==> config.mk <==
export PLATFORM = sky130hd
export DESIGN_NAME = sync_fifo_param_flat
export DESIGN_NICKNAME = d
export VERILOG_FILES = /design/src/rtl/sync_fifo_param_if.sv /design/src/rtl/sync_fifo_param.sv /design/src/flat_wrapper.sv
export SDC_FILE = /design/constraint.sdc
export NUM_CORES = 1
export LEC_CHECK = 0
export BUFFER_PORTS_ARGS = -buffer_cell sky130_fd_sc_hd__buf_2
export CAP_MARGIN = 20
export CELL_PAD_IN_SITES_DETAIL_PLACEMENT = 2
export CELL_PAD_IN_SITES_GLOBAL_PLACEMENT = 2
export CORE_UTILIZATION = 47
export CTS_CLUSTER_DIAMETER = 80
export DETAILED_ROUTE_END_ITERATION = 8
export PLACE_DENSITY = 0.95
export SYNTH_ARGS = -nofsm -noshare
export SYNTH_HDL_FRONTEND = slang
export SYNTH_SLANG_ARGS = --single-unit
==> constraint.sdc <==
create_clock -name clk -period 6.85 [get_ports clk]
set_clock_uncertainty 0.15 [all_clocks]
set_input_delay 0.685 -clock clk [delete_from_list [all_inputs] [get_ports clk]]
set_output_delay 0.685 -clock clk [all_outputs]
set_load 0.01 [all_outputs]
==> src/rtl/sync_fifo_param_if.sv <==
// Handshake and status bundle for sync_fifo_param.
// The producer/consumer side uses the master modport; the FIFO uses slave.
interface sync_fifo_param_if #(
    parameter int FIFO_WIDTH = 16,
    parameter int FIFO_DEPTH = 8
);
    localparam int CW = $clog2(FIFO_DEPTH + 1);

    logic [FIFO_WIDTH-1:0] data_in;
    logic                  wr_en;
    logic                  rd_en;
    logic [FIFO_WIDTH-1:0] data_out;
    logic                  rd_valid;
    logic                  wr_ack;
    logic                  overflow;
    logic                  underflow;
    logic                  full;
    logic                  empty;
    logic                  almostfull;
    logic                  almostempty;
    logic [CW-1:0]         count;

    modport master (
        output data_in, wr_en, rd_en,
        input  data_out, rd_valid, wr_ack, overflow, underflow,
        input  full, empty, almostfull, almostempty, count
    );

    modport slave (
        input  data_in, wr_en, rd_en,
        output data_out, rd_valid, wr_ack, overflow, underflow,
        output full, empty, almostfull, almostempty, count
    );
endinterface

==> src/rtl/sync_fifo_param.sv <==
// Parametrised single-clock FIFO with arbitrary (non power-of-two) depth,
// almost-full/almost-empty thresholds, occupancy count and an optional
// first-word-fall-through read port. Flags decode only the count register,
// so there is no combinational path from wr_en/rd_en to any flag.
module sync_fifo_param #(
    parameter int FIFO_WIDTH = 16,
    parameter int FIFO_DEPTH = 8,
    parameter int AF_MARGIN  = 1,
    parameter int AE_MARGIN  = 1,
    parameter bit FWFT       = 1'b0
) (
    input logic              clk,
    input logic              rst,
    sync_fifo_param_if.slave bus
);
    localparam int CW = $clog2(FIFO_DEPTH + 1);
    localparam int PW = (FIFO_DEPTH > 1) ? $clog2(FIFO_DEPTH) : 1;

    localparam logic [CW-1:0] DEPTH_C  = CW'(FIFO_DEPTH);
    localparam logic [CW-1:0] AF_LEVEL = CW'(FIFO_DEPTH - AF_MARGIN);
    localparam logic [CW-1:0] AE_LEVEL = CW'(AE_MARGIN);
    localparam logic [PW-1:0] LAST_PTR = PW'(FIFO_DEPTH - 1);

    // Storage is deliberately left without reset; occupancy alone defines
    // which entries are meaningful.
    logic [FIFO_WIDTH-1:0] mem [FIFO_DEPTH];

    logic [PW-1:0] wr_ptr;
    logic [PW-1:0] rd_ptr;
    logic [PW-1:0] wr_ptr_inc;
    logic [PW-1:0] rd_ptr_inc;
    logic [CW-1:0] count;
    logic [CW-1:0] count_next;

    logic is_full;
    logic is_empty;
    logic wr_ok;
    logic rd_ok;

    // Occupancy flags, decoded from the registered count only.
    assign is_full  = (count == DEPTH_C);
    assign is_empty = (count == '0);

    // Accept rules: a read needs data; a write needs space, or a read
    // leaving this same cycle to free a slot. An empty FIFO rejects the
    // read even when a write arrives alongside it.
    assign rd_ok = bus.rd_en && !is_empty;
    assign wr_ok = bus.wr_en && (!is_full || rd_ok);

    // Pointers wrap by explicit compare so any depth works.
    assign wr_ptr_inc = (wr_ptr == LAST_PTR) ? '0 : wr_ptr + PW'(1);
    assign rd_ptr_inc = (rd_ptr == LAST_PTR) ? '0 : rd_ptr + PW'(1);

    // Net occupancy change for this cycle.
    always_comb begin
        count_next = count;
        case ({wr_ok, rd_ok})
            2'b10:   count_next = count + CW'(1);
            2'b01:   count_next = count - CW'(1);
            default: count_next = count;
        endcase
    end

    // Pointer and occupancy registers.
    always_ff @(posedge clk or posedge rst) begin
        if (rst) begin
            wr_ptr <= '0;
            rd_ptr <= '0;
            count  <= '0;
        end else begin
            if (wr_ok) wr_ptr <= wr_ptr_inc;
            if (rd_ok) rd_ptr <= rd_ptr_inc;
            count <= count_next;
        end
    end

    // Storage write. When full with a simultaneous pop, wr_ptr equals
    // rd_ptr; the read below samples the old word before it is replaced.
    always_ff @(posedge clk) begin
        if (wr_ok) mem[wr_ptr] <= bus.data_in;
    end

    // Single-cycle status pulses describing the previous cycle's requests.
    always_ff @(posedge clk or posedge rst) begin
        if (rst) begin
            bus.wr_ack    <= 1'b0;
            bus.overflow  <= 1'b0;
            bus.underflow <= 1'b0;
        end else begin
            bus.wr_ack    <= wr_ok;
            bus.overflow  <= bus.wr_en && !wr_ok;
            bus.underflow <= bus.rd_en && !rd_ok;
        end
    end

    assign bus.full        = is_full;
    assign bus.empty       = is_empty;
    assign bus.almostfull  = (count >= AF_LEVEL) && !is_full;
    assign bus.almostempty = !is_empty && (count <= AE_LEVEL);
    assign bus.count       = count;

    generate
        if (FWFT == 1'b0) begin : g_std
            logic [FIFO_WIDTH-1:0] dout_q;
            logic                  vld_q;

            // Registered read: data lands one cycle after the accepted pop
            // and holds until the next one.
            always_ff @(posedge clk or posedge rst) begin
                if (rst) begin
                    dout_q <= '0;
                    vld_q  <= 1'b0;
                end else begin
                    vld_q <= rd_ok;
                    if (rd_ok) dout_q <= mem[rd_ptr];
                end
            end

            assign bus.data_out = dout_q;
            assign bus.rd_valid = vld_q;
        end else begin : g_fwft
            // Head of queue is always presented; masking with empty keeps the
            // unreset storage off data_out after reset or when drained.
            assign bus.data_out = is_empty ? '0 : mem[rd_ptr];
            assign bus.rd_valid = !is_empty;
        end
    endgenerate
endmodule

==> src/flat_wrapper.sv <==
// flat-port wrapper written by rule: the top's interface ports become plain ports
module sync_fifo_param_flat 
#(
    parameter int FIFO_WIDTH = 16,
    parameter int FIFO_DEPTH = 8,
    parameter int AF_MARGIN  = 1,
    parameter int AE_MARGIN  = 1,
    parameter bit FWFT       = 1'b0
)
  (clk, rst, bus_data_in, bus_wr_en, bus_rd_en, bus_data_out, bus_rd_valid, bus_wr_ack, bus_overflow, bus_underflow, bus_full, bus_empty, bus_almostfull, bus_almostempty, bus_count);
  sync_fifo_param_if #(.FIFO_WIDTH(FIFO_WIDTH), .FIFO_DEPTH(FIFO_DEPTH)) bus_i ();
  input logic clk;
  input logic rst;
  input wire logic [$bits(bus_i.data_in)-1:0] bus_data_in;
  input wire logic [$bits(bus_i.wr_en)-1:0] bus_wr_en;
  input wire logic [$bits(bus_i.rd_en)-1:0] bus_rd_en;
  output wire logic [$bits(bus_i.data_out)-1:0] bus_data_out;
  output wire logic [$bits(bus_i.rd_valid)-1:0] bus_rd_valid;
  output wire logic [$bits(bus_i.wr_ack)-1:0] bus_wr_ack;
  output wire logic [$bits(bus_i.overflow)-1:0] bus_overflow;
  output wire logic [$bits(bus_i.underflow)-1:0] bus_underflow;
  output wire logic [$bits(bus_i.full)-1:0] bus_full;
  output wire logic [$bits(bus_i.empty)-1:0] bus_empty;
  output wire logic [$bits(bus_i.almostfull)-1:0] bus_almostfull;
  output wire logic [$bits(bus_i.almostempty)-1:0] bus_almostempty;
  output wire logic [$bits(bus_i.count)-1:0] bus_count;
  assign bus_i.data_in = bus_data_in;
  assign bus_i.wr_en = bus_wr_en;
  assign bus_i.rd_en = bus_rd_en;
  assign bus_data_out = bus_i.data_out;
  assign bus_rd_valid = bus_i.rd_valid;
  assign bus_wr_ack = bus_i.wr_ack;
  assign bus_overflow = bus_i.overflow;
  assign bus_underflow = bus_i.underflow;
  assign bus_full = bus_i.full;
  assign bus_empty = bus_i.empty;
  assign bus_almostfull = bus_i.almostfull;
  assign bus_almostempty = bus_i.almostempty;
  assign bus_count = bus_i.count;
  sync_fifo_param #(.FIFO_WIDTH(FIFO_WIDTH), .FIFO_DEPTH(FIFO_DEPTH), .AF_MARGIN(AF_MARGIN), .AE_MARGIN(AE_MARGIN), .FWFT(FWFT)) u_core (.clk(clk), .rst(rst), .bus(bus_i));
endmodule
After elaboration in Yosys (flattened, before gate mapping)
Memories as Yosys holds them, arrays and structs flattened. A register that Yosys moved wholly into a read port is not among the register bits.
Index checks and enable logic that the tools add are counted.
{ "word_totals": {"register_bits": 14, "latch_bits": 0, "ram_bits": 128, "romBits": 0, "input_bits": 20, "output_inout_bits": 28, "word_cells": 37, "mem_count": 1} }
{ "op_classes": {"n_addsub": 4, "n_mul": 0, "n_div": 0, "order_cmp": 2, "eq_ne": 5, "n_shift": 0, "muxes": 5, "bitwise_logic": 0, "reduce_logical": 13} }
{ "memory_table": {"columns": ["memory", "words", "width", "rd", "rd_ports_with_merged_regs", "write_ports", "line", "source"], "rows": [
  ["u_core.mem", 8, 16, 1, 1, 1, "sync_fifo_param.sv:26", "logic [FIFO_WIDTH-1:0] mem [FIFO_DEPTH];"]
]} }
{ "ops": {"columns": ["operator", "count"], "rows": [
  ["one-hot mux 4 bit (2 select lines)", 1],
  ["adder 3 x 1 -> 3 bit, second input constant", 2],
  ["== test 3 bit, second input constant", 2],
  ["logical AND 1 bit", 6],
  ["2-to-1 mux 3 bit", 2],
  ["adder 4 x 1 -> 4 bit, second input constant", 1],
  ["== test 4 bit, second input constant", 1],
  [">= comparator 4 x 3 -> 1 bit, second input constant", 1],
  ["<= comparator 4 x 1 -> 1 bit, second input constant", 1],
  ["zero test 1 bit", 4],
  ["zero test 4 bit", 1],
  ["subtractor 4 x 1 -> 4 bit, second input constant", 1],
  ["== test 2 x 1 -> 1 bit, second input constant", 1],
  ["== test 2 bit, second input constant", 1],
  ["2-to-1 mux 1 bit", 2],
  ["nonzero test 2 bit", 1],
  ["logical OR 1 bit", 1]
]} }

Logic depth before layout (Yosys ltp)
Gate-level depths: netlist of run 1.
{ "depth": {"ltp_word": 7, "ltp_mapped": 8, "mapped_depth_nobuf": 7} }

Worst setup path before layout of run 1
OpenSTA, ideal clock, no wires.
{ "synth_timing": {"kind": "register to register", "start": "register u_core.count[0] (netlist: u_core.bus.count[0])", "end": "memory u_core.mem[0][0] (enable)", "setup_ns": 0.430, "arrival_ns": 2.700, "required_time_ns": 6.270, "path_slack_ns": 3.569, "stages_incl_launch_ff": 6, "n_path_buf": 0, "path_cell_list": "dfrtp_1 -> inv_1 -> ha_1 -> nand3b_1 -> o21ai_1 -> nor4_1"} }
{ "synth_via": {"elab_chain_len": 7, "word_cells_on_any_way": 9, "cone_classes": "1 x eq/ne; 2 x mux; 6 x reduce/logical"} }
{ "synth_rtl": {"columns": ["item", "line", "source"], "rows": [
  ["start: declaration", "sync_fifo_param.sv:32", "logic [CW-1:0] count;"],
  ["start signal: assignment", "sync_fifo_param.sv:73", "count <= count_next;"],
  ["zero test 4 bit", "sync_fifo_param.sv:42", "assign is_empty = (count == '0);"],
  ["zero test 1 bit", "sync_fifo_param.sv:47", "assign rd_ok = bus.rd_en && !is_empty;"],
  ["logical AND 1 bit", "sync_fifo_param.sv:47", null],
  ["logical OR 1 bit *", "sync_fifo_param.sv:48", "assign wr_ok = bus.wr_en && (!is_full || rd_ok);"],
  ["logical AND 1 bit *", "sync_fifo_param.sv:48", null],
  ["2-to-1 mux 1 bit *", "sync_fifo_param.sv:80", "if (wr_ok) mem[wr_ptr] <= bus.data_in;"],
  ["2-to-1 mux 1 bit (not written as such) *", "sync_fifo_param.sv:80", null],
  ["end: declaration", "sync_fifo_param.sv:26", null]
]} }
Mark *: on every way between the ends. The rest lies on a longest branch, timed or not.

Worst setup path in the final report of run 1
{ "layout_timing": {"start": "register u_core.count[0] (netlist: u_core.bus.count[0])", "end": "memory u_core.mem[1][3] (enable)"} }
{ "layout_via": {"elab_chain_len": 7, "word_cells_on_any_way": 9, "cone_classes": "1 x eq/ne; 2 x mux; 6 x reduce/logical"} }
{ "layout_rtl": {"columns": ["item", "line", "source"], "rows": [
  ["zero test 4 bit", "sync_fifo_param.sv:42", null],
  ["zero test 1 bit", "sync_fifo_param.sv:47", null],
  ["logical AND 1 bit", "sync_fifo_param.sv:47", null],
  ["logical OR 1 bit *", "sync_fifo_param.sv:48", null],
  ["logical AND 1 bit *", "sync_fifo_param.sv:48", null],
  ["net u_core.wr_ok", "sync_fifo_param.sv:37", "logic wr_ok;"],
  ["2-to-1 mux 1 bit *", "sync_fifo_param.sv:80", null],
  ["2-to-1 mux 1 bit (not written as such) *", "sync_fifo_param.sv:80", null]
]} }
The timed path passes the listed nets; every way through them passes the cells marked *.

==> insert_results.sql, run 1 <==
INSERT INTO impl_metrics (metric_group, metric, value, unit) VALUES
('sta', 'max_slew_margin', '35.3', '%'),
('sta', 'setup_total_negative_slack', '0', 'ps'),
('clock_network', 'postCtsSetupRepairBufs', '0', ''),
('min_path', 'hp-class', 'in -> async', ''),
('clock_network', 'cts_buffer_depth', '2', ''),
('clock_network', 'cts.htree.levels', '4', ''),
('synth', 'yosys_register_bits', '158', ''),
('routing', 'drc_errors', '0', ''),
('sta', 'setup-violations-final', '0', ''),
('clock_network', 'postCtsResizedCells', '0', ''),
('routing', 'via_count', '3705', ''),
('power', 'peakVddDrop', '235', 'µV'),
('global_route', 'track_usage', '29.1', '%'),
('routing', 'drt_iter0_markers', '241', ''),
('place', 'placedCellCount', '611', ''),
('finish', 'fraction_of_layout_instances_using_a_drive_strength_above_1', '20.5', '%'),
('setup_path', 'startpoint', 'u_core.bus.count[0]', ''),
('sta', 'timing.final.crit_share', '49.6', '%'),
('synth', 'synth_cell_types', '34', ''),
('job', 'max_cap_viols', '0', ''),
('setup_path', 'required', '6830', 'ps'),
('clock_network', 'numClockSinks', '158', ''),
('setup_path', 'cp_max_fo', '10', ''),
('sta', 'rsz0062_at_grt', 'no', ''),
('setup_path', 'worstSetupStartpointType', 'register', ''),
('synth', 'share_of_synthesized_area_spent_on_multiplexers', '10.6', '%'),
('setup_path', 'critical_path.reg2reg.startpoint', 'u_core.bus.count[0]', ''),
('power', 'static_leakage', '0.00280', 'µW'),
('floorplan', 'io_pins', '48', ''),
('routing', 'wirelength', '18400', 'µm'),
('floorplan', 'die-width', '117', 'µm'),
('sta', 'worst_pin_slew', '965', 'ps'),
('run_status', 'status', 'finished, final reports clean', ''),
('setup_path', 'worst-setup-path-type', 'reg -> reg', ''),
('synth', 'synth_ff_type', 'edfxtp_1', ''),
('clock_network', 'tritoncts_clock_tree', 'built', ''),
('clock_network', 'cts.hold.buffers_added', '0', ''),
('finish', 'most_common_cell_after_layout_fill_and_taps_aside', 'edfxtp_1', ''),
('sta', 'slew_viol_final', '0', ''),
('place', 'routabilityCongestion', '0.777', ''),
('synth', 'synth_sequential_area_ratio', '73.6', '%'),
('global_route', 'grt_pass1_vias', '4180', ''),
('clock_network', 'cts_root_buf', 'clkbuf_16', ''),
('routing', 'detail-route-antenna-nets', '0', ''),
('synth', 'synthesis.nets', '426', ''),
('synth', 'synth-xor-area-share', '0.561', '%'),
('setup_path', 'critical_path.endpoint_type', 'register', ''),
('finish', 'growth_of_design_area_from_synthesis_to_finish', '16.4', '%'),
('finish', 'mostFrequentLayoutCells', 'edfxtp_1, mux2i_1, buf_2', ''),
('routing', 'routed_wire_length_per_instance', '28.7', 'µm'),
('finish', 'fill_cell_count', '1098', ''),
('synth', 'netlist_area', '6240', 'µm²'),
('clock_network', 'clk_pin_slew', '60', 'ps'),
('global_route', 'groute.layer.met1.usage', '34.6', '%'),
('routing', 'post_drt_via_cell_ratio', '5.78', ''),
('sta', 'period_needed', '3400', 'ps'),
('global_route', 'antenna_found_initial', '0', ''),
('synth', 'synth-edff-count', '128', ''),
('sta', 'timing.fmax', '295', 'MHz'),
('place', 'place.port_buffers', '47', ''),
('global_route', 'grt_busiest_layer', 'met2', ''),
('clock_network', 'insertion_delay', '430', 'ps'),
('floorplan', 'die_footprint', '13800', 'µm²'),
('synth', 'synth_simple_gate_area_share', '6.97', '%'),
('synth', 'syn-mean-instance-area', '15.7', 'µm²'),
('synth', 'post_synth_fa_ha_maj_area_fraction', '1.40', '%'),
('floorplan', 'core_region_area', '12800', 'µm²'),
('routing', 'drt_first_pass_iters', '4', ''),
('global_route', 'grt_util_met3', '7.05', '%'),
('synth', 'asyncSetResetFlopFracSynth', '19.0', '%'),
('place', 'dpl.hpwl', '11100', 'µm');
==> flip-flops by register name (all words and copies together) (netlist names) <==
signal,cells
u_core.rd_ptr,3
u_core.bus.overflow,1
u_core.mem,128
u_core.bus.data_out,16
u_core.bus.count,4
u_core.bus.rd_valid,1
u_core.bus.underflow,1
u_core.wr_ptr,3
u_core.bus.wr_ack,1
==> per-layer routing <==
layer  wire length, µm  vias to the layer above
met5                 0                        -
met4               395                        0
met3               932                       29
met2              9730                      112
met1              7310                     1936
li1                  -                     1628
==> power by group <==
part           leakage [µW]  total (µW)  switching (µW)  internal [µW]
registers           0.00153        1380             140           1240
clock network      0.000238         829             369            460
logic               0.00104         985             619            366
total               0.00280        3190            1130           2060
==> metrics by stage <==
step                utilization [%]  hold WS, ps  instance area (µm²)  total power (µW)  setup slack [ps]
global placement               52.8          305                 6740              2200              4030
floorplan                         -          364                 6240              1930              3570
detailed placement             52.8          327                 6740              2340              3590
finish                         56.9          228                 7270              3190              3450
CTS                            56.7          238                 7240              3200              3460
global route                   56.9          267                 7270              3320              3350
==> worst paths after layout <==
check / endpoint / slack (ps) / depth (start not counted)
max in group asynchronous: u_core.rd_ptr[0] / 5950 / 3
max reg2reg: u_core.mem[1][3] / 3450 / 8
min reg2reg: u_core.bus.data_out[9] / 340 / 2
min: u_core.rd_ptr[1] / 230 / 3
max: u_core.mem[1][3] / 3450 / 8
min in group clk: u_core.bus.data_out[9] / 340 / 2
==> cell usage after synthesis (2+ instances only) <==
library cell	instances	area (µm²)
edfxtp_1	128	3840
a22oi_1	32	240
and2_1	2	12.5
inv_1	7	26.3
clkbuf_1	13	48.8
nand2_1	43	161
nand3_1	16	80.1
nand2b_1	6	37.5
o21ai_1	2	10.0
dfrtp_1	30	751
clkbuf_2	2	10.0
o21ai_0	4	20.0
nor2b_1	2	12.5
a21o_1	2	15.0
mux2i_1	65	651
nor3_1	7	35.0
nor2_1	7	26.3
or3_1	2	12.5
nor3b_1	2	15.0
xnor2_1	3	26.3
buf_2	5	25.0
ha_1	7	87.6
==> logic make-up (layout without fill, tap and decap cells) <==
family,after synthesis,in the layout
AOI/OAI and AO/OA,43,43
xor gates and xnor gates,4,4
adders and majority gates,7,7
buffers and inverters,28,98
DFF,158,158
muxes,66,66
and+or+nand+nor,93,93
==> area by class of cell <==
type                       count  area, µm²  area share, %
timing repair buffer          61        360           4.96
tap                          172        215           2.96
clock buffer                  20        447           6.15
multi-input combinational    213       1570           21.6
clock inverter                 9       50.0          0.689
sequential                   158       4600           63.3
inverter                       8       30.0          0.413
==> critical path, stage by stage (launching register included) <==
cell and delay (ps):
dfrtp_1 490, inv_1 140, ha_1 310, nand3b_1 180, o21ai_1 280, inv_1 240, nand2_1 180, nor3_2 780
buf_4 350
Note: power is estimated with default switching activity, not from simulation.
==> run 2: changes to the inputs <==
--- a/config.mk
+++ b/config.mk
@@ -9,10 +9,10 @@
 export CAP_MARGIN = 20
 export CELL_PAD_IN_SITES_DETAIL_PLACEMENT = 2
 export CELL_PAD_IN_SITES_GLOBAL_PLACEMENT = 2
-export CORE_UTILIZATION = 47
+export CORE_UTILIZATION = 43
 export CTS_CLUSTER_DIAMETER = 80
 export DETAILED_ROUTE_END_ITERATION = 8
-export PLACE_DENSITY = 0.95
+export PLACE_DENSITY = 0.9
 export SYNTH_ARGS = -nofsm -noshare
 export SYNTH_HDL_FRONTEND = slang
 export SYNTH_SLANG_ARGS = --single-unit
==> constraint.sdc (replaced) <==
create_clock -name clk -period 3.2 [get_ports clk]
set_clock_uncertainty 0.15 [all_clocks]
set_input_delay 0.32 -clock clk [delete_from_list [all_inputs] [get_ports clk]]
set_output_delay 0.32 -clock clk [all_outputs]
set_load 0.01 [all_outputs]
==> run 2 against run 1 <==
Against the previous run:
- sequential power rose by 120%
- highest routed layer unchanged
- critical endpoint is now u_core.mem[3][4]
- worst setup slack got worse by 2900 ps
- core utilization fell by 4.3 points
- clock power rose by 150%
- via count fell by 1.5%
- largest cell class unchanged
- routed wire length fell by 6.6%
- count of clock-buffer cells in the layout did not move
- first-iteration DRC count rose by 23%
- combinational power rose by 93%
- maximum frequency rose by 31%
- cell area rose by 1.6%
==> insert_results.sql, run 2 (same netlist as run 1, synthesis figures left out) <==
INSERT INTO impl_metrics (metric_group, metric, value, unit) VALUES
('run_status', 'status', 'finished, final reports clean', ''),
('place', 'dpl.hpwl', '10200', 'µm'),
('clock_network', 'cts.htree.levels', '4', ''),
('power', 'clock_power_share', '29.3', '%'),
('global_route', 'antenna_found_initial', '0', ''),
('setup_path', 'critical_path.endpoint_type', 'register', ''),
('routing', 'drt_iter0_markers', '296', ''),
('finish', 'most_common_cell_after_layout_fill_and_taps_aside', 'edfxtp_1', ''),
('global_route', 'globalRoute.totalOverflow', '0', ''),
('clock_network', 'numClockSinks', '158', ''),
('sta', 'period_needed', '2600', 'ps'),
('floorplan', 'die-width', '123', 'µm'),
('finish', 'layout.cells.non_filler', '652', ''),
('floorplan', 'die_footprint', '15000', 'µm²'),
('routing', 'drc_errors', '0', ''),
('global_route', 'track_usage', '25.0', '%'),
('sta', 'worst_pin_slew', '1030', 'ps'),
('sta', 'setup_total_negative_slack', '0', 'ps'),
('clock_network', 'tritoncts_clock_tree', 'built', ''),
('finish', 'final_core_utilization', '52.6', '%'),
('global_route', 'grt_pass1_vias', '4099', ''),
('routing', 'via_count', '3648', ''),
('finish', 'number_of_nets_in_the_final_layout', '486', ''),
('place', 'place.port_buffers', '47', ''),
('min_path', 'hp-class', 'in -> reg', ''),
('finish', 'fraction_of_layout_instances_using_a_drive_strength_above_1', '21.8', '%'),
('global_route', 'global_route_wire_length_before_repair', '25600', 'µm'),
('finish', 'largest_register_ff_count', '128', ''),
('finish', 'registers.top_by_ff_count', 'u_core.mem', ''),
('routing', 'routed_wire_length_per_instance', '26.3', 'µm'),
('floorplan', 'initial_utilization', '44.5', '%'),
('power', 'intPower', '4600', 'µW'),
('job', 'max_cap_viols', '0', ''),
('clock_network', 'clk_pin_slew', '70', 'ps'),
('finish', 'growth_of_design_area_from_synthesis_to_finish', '18.2', '%'),
('power', 'static_leakage', '0.00285', 'µW'),
('routing', 'detail-route-antenna-nets', '0', ''),
('sta', 'timing.fmax', '385', 'MHz'),
('routing', 'post_drt_via_cell_ratio', '5.60', ''),
('power', 'p_per_area', '943', 'nW/µm²'),
('power', 'share_comb_of_total_power', '27.3', '%'),
('clock_network', 'cts_buffer_depth', '2', ''),
('routing', 'drt_first_pass_iters', '4', ''),
('place', 'placedCellCount', '619', ''),
('power', 'sw_frac_of_total', '34.0', '%'),
('power', 'pwr-share-seq', '43.4', '%'),
('routing', 'wirelength', '17100', 'µm'),
('sta', 'rsz0062_at_grt', 'no', ''),
('place', 'routabilityCongestion', '0.753', ''),
('power', 'switchingPower', '2370', 'µW'),
('sta', 'setup-violations-final', '0', ''),
('setup_path', 'cp_max_fo', '16', ''),
('floorplan', 'vertical_extent_of_the_die', '123', 'µm'),
('setup_path', 'cp_data_arrival_time', '2610', 'ps'),
('sta', 'timing.final.crit_share', '81.1', '%'),
('clock_network', 'postCtsSetupRepairBufs', '0', ''),
('finish', 'insertedDiodeCount', '0', ''),
('clock_network', 'insertion_delay', '430', 'ps'),
('clock_network', 'cts_root_buf', 'clkbuf_16', ''),
('sta', 'hold_viol', '0', ''),
('finish', 'mostFrequentLayoutCells', 'edfxtp_1, mux2i_1, buf_2', ''),
('setup_path', 'worst-setup-path-type', 'reg -> reg', ''),
('floorplan', 'core_region_area', '14000', 'µm²'),
('global_route', 'pin_count_of_the_biggest_net_entering_global_routing', '40', ''),
('floorplan', 'io_pins', '48', ''),
('setup_path', 'worstSetupStartpointType', 'register', ''),
('clock_network', 'cts_inserted_buffers', '17', ''),
('floorplan', 'number_of_placement_rows', '43', ''),
('power', 'peakVddDrop', '584', 'µV'),
('sta', 'max_slew_margin', '31.4', '%'),
('setup_path', 'required', '3210', 'ps'),
('sta', 'slew_viol_final', '0', '');
-- run 2: changes by cell type in the layout (fill, tap and decap cells not counted), sizes merged --
cell	previous run	this run
bufinv	0	2
inv	8	10
buf	61	60
clkinv	6	5
dlygate4sd3	0	1
-- run 2: cell type report --
cell class / instances / area (µm²)
timing repair buffer: 61 / 355
clock inverter: 12 / 136
clock buffer: 20 / 457
inverter: 8 / 30.0
multi-input combinational: 213 / 1580
sequential: 158 / 4600
tap: 180 / 225
fill: 1304 / 6660
-- run 2: what timing repair did --
action | 4_1_cts | 5_1_grt
hold buffers | 1 | 0
gates resized for setup | 0 | 0
hold endpoints to repair | 13 | 0
-- run 2: power by group through the flow --
stage | combinational, µW | clock, µW | sequential [µW]
6_report | 1900 | 2040 | 3020
5_1_grt | 2070 | 2150 | 3060
4_1_cts | 1930 | 2080 | 3030
3_5_place_dp | 1870 | 0 | 3050
3_3_place_gp | 1720 | 0 | 2990
2_1_floorplan | 1230 | 0 | 2910
-- run 2: worst paths after layout --
path	startpoint	endpoint	slack (ps)	cells past startpoint
setup reg to reg	u_core.bus.count[0]	u_core.mem[3][4]	600	8
hold / removal	bus_data_in[8]	u_core.mem[4][8]	20	1
hold reg to reg	u_core.bus.data_out[0]	u_core.bus.data_out[0]	330	2
setup / recovery	u_core.bus.count[0]	u_core.mem[3][4]	600	8
min in group asynchronous	rst	u_core.bus.rd_valid	340	3
max in group asynchronous	rst	u_core.bus.data_out[8]	1840	4
-- run 2: layer usage --
metal | vias up | part of all wire [%] | routed length (µm) | track usage [%]
met1 | 1899 | 42 | 7120 | 30.3
met2 | 91 | 53 | 9080 | 43.2
met3 | 25 | 3.9 | 663 | 5.95
li1 | 1633 | - | - | -
met5 | - | 0 | 0 | 0
met4 | 0 | 1.7 | 290 | 9.07
-- run 2: critical path: stages (launching register included) --
cell and delay (ps):
dfrtp_1 430, inv_1 120, ha_1 310, nand3b_1 200, o21ai_1 450, inv_1 160
nand2_1 190, nor2_1 90, buf_4 240
-- run 2: through the flow --
| step | total power [µW] | worst slack, ps | hold slack, ps | cell area (µm²) |
|---|---|---|---|---|
| 2_1_floorplan | 4140 | 173 | 261 | 6250 |
| 3_3_place_gp | 4710 | 901 | 252 | 6780 |
| 3_5_place_dp | 4920 | 701 | 258 | 6780 |
| 4_1_cts | 7040 | 624 | 10.4 | 7380 |
| 5_1_grt | 7280 | 488 | 14.4 | 7380 |
| 6_report | 6960 | 604 | 22.3 | 7380 |
==> run 3: changes to the inputs <==
--- a/config.mk
+++ b/config.mk
@@ -5,14 +5,15 @@
 export SDC_FILE = /design/constraint.sdc
 export NUM_CORES = 1
 export LEC_CHECK = 0
+export ABC_AREA = 1
 export BUFFER_PORTS_ARGS = -buffer_cell sky130_fd_sc_hd__buf_2
 export CAP_MARGIN = 20
 export CELL_PAD_IN_SITES_DETAIL_PLACEMENT = 2
 export CELL_PAD_IN_SITES_GLOBAL_PLACEMENT = 2
-export CORE_UTILIZATION = 43
+export CORE_UTILIZATION = 36
 export CTS_CLUSTER_DIAMETER = 80
 export DETAILED_ROUTE_END_ITERATION = 8
-export PLACE_DENSITY = 0.9
+export PLACE_DENSITY = 0.88
 export SYNTH_ARGS = -nofsm -noshare
 export SYNTH_HDL_FRONTEND = slang
 export SYNTH_SLANG_ARGS = --single-unit
==> constraint.sdc (replaced) <==
create_clock -name clk -period 2.16 [get_ports clk]
set_clock_uncertainty 0.15 [all_clocks]
set_input_delay 0.216 -clock clk [delete_from_list [all_inputs] [get_ports clk]]
set_output_delay 0.216 -clock clk [all_outputs]
set_load 0.01 [all_outputs]
==> run 3 against run 2 <==
Against the previous run:
- the flow now finishes with violations (DRC)
- core utilization is 7.5 points lower
- largest cell class unchanged
- non-clock buffer count is 22 higher
- register-to-register slack worse by 490 ps
- critical endpoint is now bus_almostfull
- count of clock-buffer cells in the layout is 2 higher
- global-route usage is 0.63 points lower
- critical path depth is 1 lower
==> insert_results.sql, run 3 <==
INSERT INTO impl_metrics (metric_group, metric, value, unit) VALUES
('sta', 'rsz0062_at_grt', 'no', ''),
('sta', 'hold_viol', '0', ''),
('global_route', 'antenna_found_initial', '1', ''),
('routing', 'post_drt_via_cell_ratio', '5.14', ''),
('finish', 'layout.cells.non_filler', '939', ''),
('job', 'max_cap_viols', '0', ''),
('run_status', 'failed_checks', 'DRC', ''),
('routing', 'drt_iter0_markers', '284', ''),
('floorplan', 'die-width', '138', 'µm'),
('clock_network', 'postCtsSetupRepairBufs', '0', ''),
('routing', 'wirelength', '21900', 'µm'),
('setup_path', 'cp_max_fo', '7', ''),
('clock_network', 'cts.htree.levels', '4', ''),
('synth', 'netlist_top_cells_count', 'nand2_1, edfxtp_1, nand3_1, inv_1, nor2_1', ''),
('clock_network', 'cts_inserted_buffers', '17', ''),
('clock_network', 'insertion_delay', '440', 'ps'),
('floorplan', 'die_footprint', '19100', 'µm²'),
('setup_path', 'timing.critical_path.mode_cell', 'inv_1', ''),
('finish', 'registers.top_by_ff_count', 'u_core.mem', ''),
('sta', 'timing.final.crit_share', '96.3', '%'),
('clock_network', 'tritoncts_clock_tree', 'built', ''),
('setup_path', 'crit_path_cell_chain', 'inv_1, ha_4, nand3_2, buf_4, nand2_1, inv_1, buf_2', ''),
('synth', 'synthesis.nets', '650', ''),
('clock_network', 'clk_pin_slew', '60', 'ps'),
('setup_path', 'required', '1790', 'ps'),
('setup_path', 'critical_path.endpoint_type', 'output port', ''),
('floorplan', 'vertical_extent_of_the_die', '138', 'µm'),
('sta', 'setup-violations-final', '0', ''),
('synth', 'yosys_warnings', '0', ''),
('finish', 'multiInputGateArea', '1770', 'µm²'),
('global_route', 'globalRoute.totalOverflow', '0', ''),
('floorplan', 'io_pins', '48', ''),
('sta', 'max_slew_margin', '55.9', '%'),
('synth', 'synth_sequential_area_ratio', '68.6', '%'),
('global_route', 'pin_count_of_the_biggest_net_entering_global_routing', '67', ''),
('routing', 'routed_wire_length_per_instance', '23.3', 'µm'),
('run_status', 'status', 'finished with violations', ''),
('finish', 'area.sequential', '4600', 'µm²'),
('synth', 'yosysMostFrequentCell', 'nand2_1', ''),
('global_route', 'grt_pass1_vias', '5504', ''),
('finish', 'final_core_utilization', '45.1', '%'),
('synth', 'asyncSetResetFlopFracSynth', '19.0', '%'),
('setup_path', 'worstSetupStartpointType', 'register', ''),
('setup_path', 'cp_slowest_cell', 'dfrtp_2', ''),
('setup_path', 'critPathCapture', 'bus_almostfull', ''),
('setup_path', 'r2r_cells', '8', ''),
('setup_path', 'setup.reg_to_reg.worst_slack', '110', 'ps'),
('global_route', 'global_route_wire_length_before_repair', '34000', 'µm'),
('synth', 'synth_cell_types', '31', ''),
('sta', 'slew_viol_final', '0', ''),
('place', 'preCtsSetupSlack', '21.0', 'ps'),
('finish', 'growth_of_design_area_from_synthesis_to_finish', '21.7', '%'),
('power', 'p_per_area', '1420', 'nW/µm²'),
('clock_network', 'cts_buffer_depth', '2', ''),
('setup_path', 'worst-setup-path-type', 'reg -> out', ''),
('setup_path', 'critPathMaxStageDelay', '460', 'ps'),
('finish', 'mostFrequentLayoutCells', 'nand2_1, edfxtp_1, nand3_1', ''),
('place', 'routabilityCongestion', '0.811', ''),
('sta', 'timing.fmax', '481', 'MHz'),
('global_route', 'track_usage', '24.4', '%'),
('setup_path', 'critical_path.reg2reg.startpoint', 'u_core.bus.count[1]', ''),
('finish', 'number_of_nets_in_the_final_layout', '724', ''),
('synth', 'yosys_register_bits', '158', ''),
('sta', 'setup_total_negative_slack', '0', 'ps'),
('place', 'dpl.hpwl', '13700', 'µm'),
('finish', 'fraction_of_layout_instances_using_a_drive_strength_above_1', '17.2', '%'),
('routing', 'detail-route-antenna-nets', '0', ''),
('finish', 'largest_register_ff_count', '128', ''),
('min_path', 'min_delay_path_depth', '4', ''),
('min_path', 'hp-class', 'in -> reg', ''),
('synth', 'synth-edff-count', '128', ''),
('synth', 'yosys.area.top_type_share', '57.4', '%'),
('floorplan', 'initial_utilization', '37.0', '%'),
('finish', 'fill_cell_count', '1811', ''),
('power', 'static_leakage', '0.00346', 'µW'),
('routing', 'via_count', '4825', ''),
('routing', 'drt_first_pass_iters', '7', ''),
('sta', 'period_needed', '2080', 'ps'),
('synth', 'syn-mean-instance-area', '10.7', 'µm²'),
('sta', 'final_critical_path_setup_slack', '79.0', 'ps'),
('setup_path', 'timing.rr.end', 'u_core.mem[5][6]', ''),
('synth', 'synth_ff_type', 'edfxtp_1', ''),
('synth', 'synth.top_cells.by_area', 'edfxtp_1, nand2_1, dfrtp_1', ''),
('finish', 'most_common_cell_after_layout_fill_and_taps_aside', 'nand2_1', ''),
('power', 'peakVddDrop', '570', 'µV'),
('clock_network', 'cts_root_buf', 'clkbuf_16', ''),
('synth', 'netlist_area', '6690', 'µm²'),
('setup_path', 'startpoint', 'u_core.bus.count[1]', ''),
('setup_path', 'cp_data_arrival_time', '1710', 'ps'),
('routing', 'drc_errors', '7', ''),
('sta', 'worst_pin_slew', '657', 'ps'),
('synth', 'cell_count_after_synthesis', '623', ''),
('synth', 'post-synth-top-area-cell', 'edfxtp_1', ''),
('sta', 'holdWs', '39.2', 'ps'),
('place', 'placedCellCount', '889', ''),
('place', 'place.port_buffers', '47', ''),
('floorplan', 'number_of_placement_rows', '49', ''),
('finish', 'insertedDiodeCount', '0', ''),
('clock_network', 'numClockSinks', '158', ''),
('floorplan', 'core_region_area', '18100', 'µm²');
-- run 3: changes by cell type in the layout (fill, tap and decap cells not counted), sizes merged, moves of 17 or more --
cell / change
o21ai: +17
nand3: +61
mux2i: -65
nand2: +183
nor2: +40
inv: +40
a22oi: -32
dlygate4sd3: +17
-- run 3: cells by family (layout without fill, tap and decap cells) --
group                      Yosys count  in the layout  synth area share, %
xor gates and xnor gates             2              2                0.262
AOI/OAI and AO/OA                   23             23                 1.83
adders and majority gates            7              7                 1.31
DFF                                158            158                 68.6
and+or+nand+nor                    353            353                 22.5
buffers and inverters               80            167                 5.42
-- run 3: how the worst min path moves through the flow --
stage,from,to
after floorplan,rst,u_core.bus.count[0]
after global placement,rst,u_core.bus.data_out[9]
after detailed placement,rst,u_core.bus.data_out[0]
after CTS,bus_wr_en,u_core.bus.count[3]
after global routing,bus_wr_en,u_core.bus.count[3]
final,bus_wr_en,u_core.bus.count[3]
-- run 3: power by group --
group	internal [µW]	switching [µW]
combinational	1310	2850
sequential	3900	314
clock	1940	1260
-- run 3: stage by stage --
step	instance area (µm²)	total power, µW
6_report	8150	11600
5_1_grt	8150	12200
4_1_cts	8140	11700
3_5_place_dp	7330	8250
3_3_place_gp	7330	7770
2_1_floorplan	6710	6690
-- run 3: final cells by class --
class / instances / area share (%)
Inverter: 52 / 2.43
Clock inverter: 10 / 1.66
Tap cell: 229 / 3.52
Timing Repair Buffer: 83 / 8.34
Sequential cell: 158 / 56.4
Clock buffer: 22 / 5.94
Multi-Input combinational cell: 385 / 21.7
-- run 3: what timing repair did --
item                       4_1_cts  5_1_grt
setup endpoints to repair       17        2
hold endpoints to repair       160        0
resized for setup                3        1
hold buffers                    18        0
gates cloned                     0        0
-- run 3: worst max-delay path: cells and delay by family (launching register included) --
family	cells	cell delay, ps
fa+ha+maj	1	180
flops	1	460
simple gates	2	160
buf+inv	4	470
-- run 3: routing by layer --
| layer | GRT usage (%) | up-vias | share of wire (%) |
|---|---|---|---|
| met5 | 0 | - | 0 |
| met4 | 9.05 | 0 | 1.7 |
| met3 | 4.71 | 29 | 3.6 |
| met2 | 43.3 | 108 | 53 |
| met1 | 29.3 | 2493 | 41 |
| li1 | - | 2195 | - |
